File: config.mk
export PLATFORM = sky130hd
export DESIGN_NAME = free_list
export DESIGN_NICKNAME = d
export VERILOG_FILES = /design/src/rtl/module_types.sv /design/src/rtl/free_list.sv
export SDC_FILE = /design/constraint.sdc
export NUM_CORES = 1
export LEC_CHECK = 0
export CAP_MARGIN = 20
export CORE_ASPECT_RATIO = 2
export CORE_MARGIN = 1.5
export CORE_UTILIZATION = 50
export DETAILED_ROUTE_END_ITERATION = 16
export GPL_TIMING_DRIVEN = 0
export PLACE_DENSITY = 0.66
export SYNTH_ARGS = -nofsm -noshare
export SYNTH_HDL_FRONTEND = slang
export SYNTH_SLANG_ARGS = --single-unit
File: constraint.sdc
create_clock -name clk -period 6.7 [get_ports clk]
set_clock_uncertainty 0.05 [all_clocks]
set_input_delay 1.34 -clock clk [delete_from_list [all_inputs] [get_ports clk]]
set_output_delay 1.34 -clock clk [all_outputs]
set_load 0.005 [all_outputs]
File: src/rtl/module_types.sv
// Shared rename-stage widths and types: physical register addressing and free-list pointers.
package module_types;

    localparam int unsigned PHYS_REGS         = 64;
    localparam int unsigned ARCH_REGS         = 32;
    localparam int unsigned PHYS_REG_ADDR     = $clog2(PHYS_REGS);
    localparam int unsigned HALF_PHYS_REGSIZE = PHYS_REGS / 2;

    localparam int unsigned FREE_LIST_DEPTH = PHYS_REGS - ARCH_REGS;
    localparam int unsigned FL_PTR_W        = $clog2(FREE_LIST_DEPTH) + 1;
    localparam int unsigned FL_IDX_W        = FL_PTR_W - 1;

    typedef logic [FL_PTR_W-1:0] fl_ptr_t;

endpackage

File: src/rtl/free_list.sv
// Circular free list of physical register indices: pops one per cycle to rename,
// takes back old mappings at commit, and rewinds the head to the committed point on flush.
module free_list
    import module_types::*;
(
    input  logic                     clk,
    input  logic                     rst,
    input  logic                     flush,
    input  logic                     rename_req,
    output logic [PHYS_REG_ADDR-1:0] free_phys_addr,
    output logic                     free_valid,
    input  logic                     commit_en,
    input  logic [PHYS_REG_ADDR-1:0] commit_old_phys,
    output logic [FL_PTR_W-1:0]      free_count
);

    logic [PHYS_REG_ADDR-1:0] entries [FREE_LIST_DEPTH];

    fl_ptr_t head_q, tail_q, ret_head_q;
    fl_ptr_t head_d, tail_d, ret_head_d;

    logic empty, full, pop, push;

    // Status from registered state only; the extra MSB disambiguates full from empty.
    assign empty = (head_q == tail_q);
    assign full  = (head_q[FL_IDX_W-1:0] == tail_q[FL_IDX_W-1:0]) &&
                   (head_q[FL_PTR_W-1] != tail_q[FL_PTR_W-1]);

    assign free_valid     = !empty;
    assign free_phys_addr = entries[head_q[FL_IDX_W-1:0]];
    assign free_count     = tail_q - head_q;

    assign pop  = rename_req && !empty && !flush;
    assign push = commit_en && !full;

    // Pointer next-state; flush rewinds head to the committed head including this cycle's commit.
    always_comb begin
        head_d     = head_q;
        tail_d     = tail_q;
        ret_head_d = ret_head_q;
        if (push) begin
            tail_d     = tail_q + fl_ptr_t'(1);
            ret_head_d = ret_head_q + fl_ptr_t'(1);
        end
        if (flush) begin
            head_d = ret_head_d;
        end else if (pop) begin
            head_d = head_q + fl_ptr_t'(1);
        end
    end

    always_ff @(posedge clk) begin
        if (rst) begin
            for (int i = 0; i < int'(FREE_LIST_DEPTH); i++) begin
                entries[i] <= PHYS_REG_ADDR'(ARCH_REGS + unsigned'(i));
            end
            head_q     <= '0;
            ret_head_q <= '0;
            tail_q     <= {1'b1, {FL_IDX_W{1'b0}}};
        end else begin
            if (push) begin
                entries[tail_q[FL_IDX_W-1:0]] <= commit_old_phys;
            end
            head_q     <= head_d;
            tail_q     <= tail_d;
            ret_head_q <= ret_head_d;
        end
    end

    // Protocol checks; an empty-list rename request is tolerated and merely reported.
    always_ff @(posedge clk) begin
        if (!rst) begin
            if (commit_en) begin
                assert (commit_old_phys != '0)
                    else $error("free_list: phys reg 0 returned at commit");
                assert (!full)
                    else $error("free_list: commit push while list is full");
            end
            if (rename_req && !flush) begin
                assert (!empty)
                    else $warning("free_list: rename request while list is empty");
            end
        end
    end

endmodule
==> summary.md <==
| Metric | Value |
|---|---|
| Crit Path Max Fanout | 10 |
| First-iteration detailed-routing DRC count | 606 |
| CTS Buf Count | 19 |
| Routability congestion estimate | 0.9346 |
| Slowest library cell on the worst path | buf_1 |
| Wire length on met1 | 9323 um |
| RSZ-0062 raised after global routing | no |
| Core area | 20370 um^2 |
| Mapped Area | 10340 um^2 |
| Ratio of cells with drive above 1 in the final layout | 0.1375 |
| Synth warnings | 0 |
| Final wirelength | 30490 um |
| WP buf/inv | 3 |
| Most common cell after layout, fill and taps aside | edfxtp_1 |
| EDFF count, synth | 192 |
| Initial antenna violation count | 0 |
| TNS Setup | 0 ns |
| Synth Instances | 774 |
| Via density | 6.371 |
| WL per Instance | 27.84 um |
| Max cap viols | 0 |
| Post-synthesis mux area share | 0.1074 |
| Cts hold-fix bufs | 0 |
| Syn Area/Cell | 13.36 um^2 |
| Diode count | 0 |
| Synth Area in XOR/XNOR | 0.01113 |
| Fin worst setup slack | 1.978 ns |
| Slew @ Worst Pin | 1.119 ns |
| Power Density | 266.9 nW/um^2 |
| Initial Util | 0.5078 |
| Most frequent cells in the layout | edfxtp_1 (192), or3_1 (96), clkbuf_1 (52) |
| Largest net degree at the start of global routing | 17 |
| Top delay family on crit path | buffers and inverters |
| LEAKAGE | 0.003211 uW |
| Hold slack | 0.4610 ns |
| Post-Synth Simple-Gate Area | 0.1557 |
| Grt total ovfl | 0 |
| Synth Flop Type | edfxtp_1 |
| Antenna-violating nets left | 0 |
| Critical path type | reg2out |
| First-pass GRT wire length | 44650 um |
| Register area share after synthesis | 0.6019 |
| Critical path arrival | 3.33 ns |
| Post-Syn Nets | 797 |
| Distinct cells, synth | 52 |
| Vert. Die Dim | 206.4 um |
| Cell Count Post-Placement | 1060 |
| Share of synthesized cell area in full adder, half adder and majority cells | 0.01524 |
| H-tree levels | 1 |
| Hpwl dp | 22820 um |
| Slew margin rel. | 0.2458 |
| Max VDD drop | 0.1898 mV |
| Row count | 74 |
| DR DRC count | 0 |
| Startpoint types | register |
| Worst Hold Class | reg2reg |
| Initial DRT Pass Iterations | 5 |
| Top-Level Pins | 24 |
| Finished Layout Cells | 1095 |
| DR top layer | met4 |
| CTS tree | done |
| Gr usage total | 0.2875 |
| Clk buf depth | 3 |
| CP max stage delay | 0.73 ns |
| Synth Area in Compound Gates | 0.06859 |
| Vias in the first global route | 7364 |
| Worst EP required | 5.31 ns |
| Fraction of registers with async set/reset | 0 |
| Main combinational cell family by area after synthesis | simple AND/OR/NAND/NOR gates |
| Met3 wire length | 1890 um |
| Status | completed |
| Setup crit end kind | output port |
| Final setup violation count | 0 |
| CTS root buffer | clkbuf_16 |
| Area Growth Syn to Fin | 11.01% |
| Die Footprint | 21610 um^2 |
| Setup repair bufs after CTS | 0 |
| Clock-pin slew on the worst setup and hold paths | 0.07 ns |
| Die Wd | 104.7 um |
| Number of synthesized register bits | 215 |
| Final Hold Viols | 0 |
| Nets | 840 |
| Port bufs | 20 |
| Pins Over Slew Limit | 0 |
| Vias | 6976 |
| CTS Sinks | 215 |
| Pre-CTS WS | 2.616 ns |
| Cells along the critical path | buf_2 -> buf_1 -> mux4_2 -> o22ai_1 -> nor4_1 -> clkdlybuf4s50_1 |
| Post-CTS sizing | 0 |
| Final Cycle Share | 0.7048 |
| Min Tclk post-route | 4.722 ns |
| Worst-Skew Late Latency | 0.50 ns |
| Fmax | 0.2118 GHz |
| Met2 WL | 17080 um |
cell type report:
cell class                      count  area, um^2
Tap cell                          266       332.8
Buffer                             78       350.3
Multi-Input combinational cell    464        3704
Fill cell                        1702        8887
Sequential cell                   215        6226
Timing Repair Buffer               22       210.2
Clock inverter                     11       108.9
Clock buffer                       22       486.7
Inverter                           17       63.81
worst paths after layout:
| kind | cells after the start | slack [ns] | end | from |
|---|---|---|---|---|
| worst max-delay path | 6 | 1.98 | free_phys_addr[5] | register |
| worst min-delay path | 2 | 0.46 | ret_head_q[5]$_SDFF_PP0_ | ret_head_q[5]$_SDFF_PP0_ |
| worst max register to register | 6 | 3.32 | entries[9][5]$_SDFFCE_PN1P_ | head_q[3]$_SDFFE_PP0N_ |
| worst min register to register | 2 | 0.46 | ret_head_q[5]$_SDFF_PP0_ | ret_head_q[5]$_SDFF_PP0_ |
power breakdown:
group          internal [uW]  leakage (uW)  switching (uW)  total [uW]
registers               1490       0.00181            22.8        1520
logic                    176       0.00112             285         461
clock network            600      0.000284             487        1090
kinds of logic after synthesis:
logic type,after synthesis
AO/OA/AOI/OAI,102
XOR/XNOR,11
adder cells (fa/ha/maj),12
buffers and inverters,95
flip-flops,215
multiplexers,51
AND/OR/NAND/NOR,288
sequential cells by signal, indices dropped and copies added (netlist names), named ones only:
name        count
entries       192
head_q          6
ret_head_q      6
tail_q          6
Yosys cell counts, drive strengths merged, types with 9 or more instances:
cell | count | area [um^2]
edfxtp | 192 | 5766
or3 | 96 | 600.6
clkbuf | 49 | 183.9
mux4 | 48 | 1081
and2 | 47 | 294.0
nor3 | 39 | 195.2
nor2 | 38 | 142.6
o21ai | 35 | 175.2
nand2 | 30 | 112.6
buf | 29 | 166.4
o22ai | 24 | 150.1
dfxtp | 23 | 460.4
inv | 17 | 63.81
ha | 11 | 137.6
xnor2 | 9 | 97.60
worst min-delay path: stages (launching register included):
cell and delay (ns):
dfxtp_1 0.33, o21ai_0 0.08, a21oi_1 0.06
through the flow:
step                      power (uW)  utilization  cell area [um^2]
final                           3064       0.5637             11480
after CTS                       3062       0.5632             11470
after global routing            3135       0.5637             11480
after global placement          1992       0.5340             10880
after detailed placement        2001       0.5340             10880
after floorplan                 1814            -             10340
metal layers:
| metal | GRT usage | vias to the layer above |
|---|---|---|
| met1 | 0.2756 | 3455 |
| met4 | 0.1795 | 0 |
| met2 | 0.5651 | 346 |
| li1 | - | 3061 |
| met5 | 0 | - |
| met3 | 0.04037 | 114 |
(Power assumes the default switching activity.)
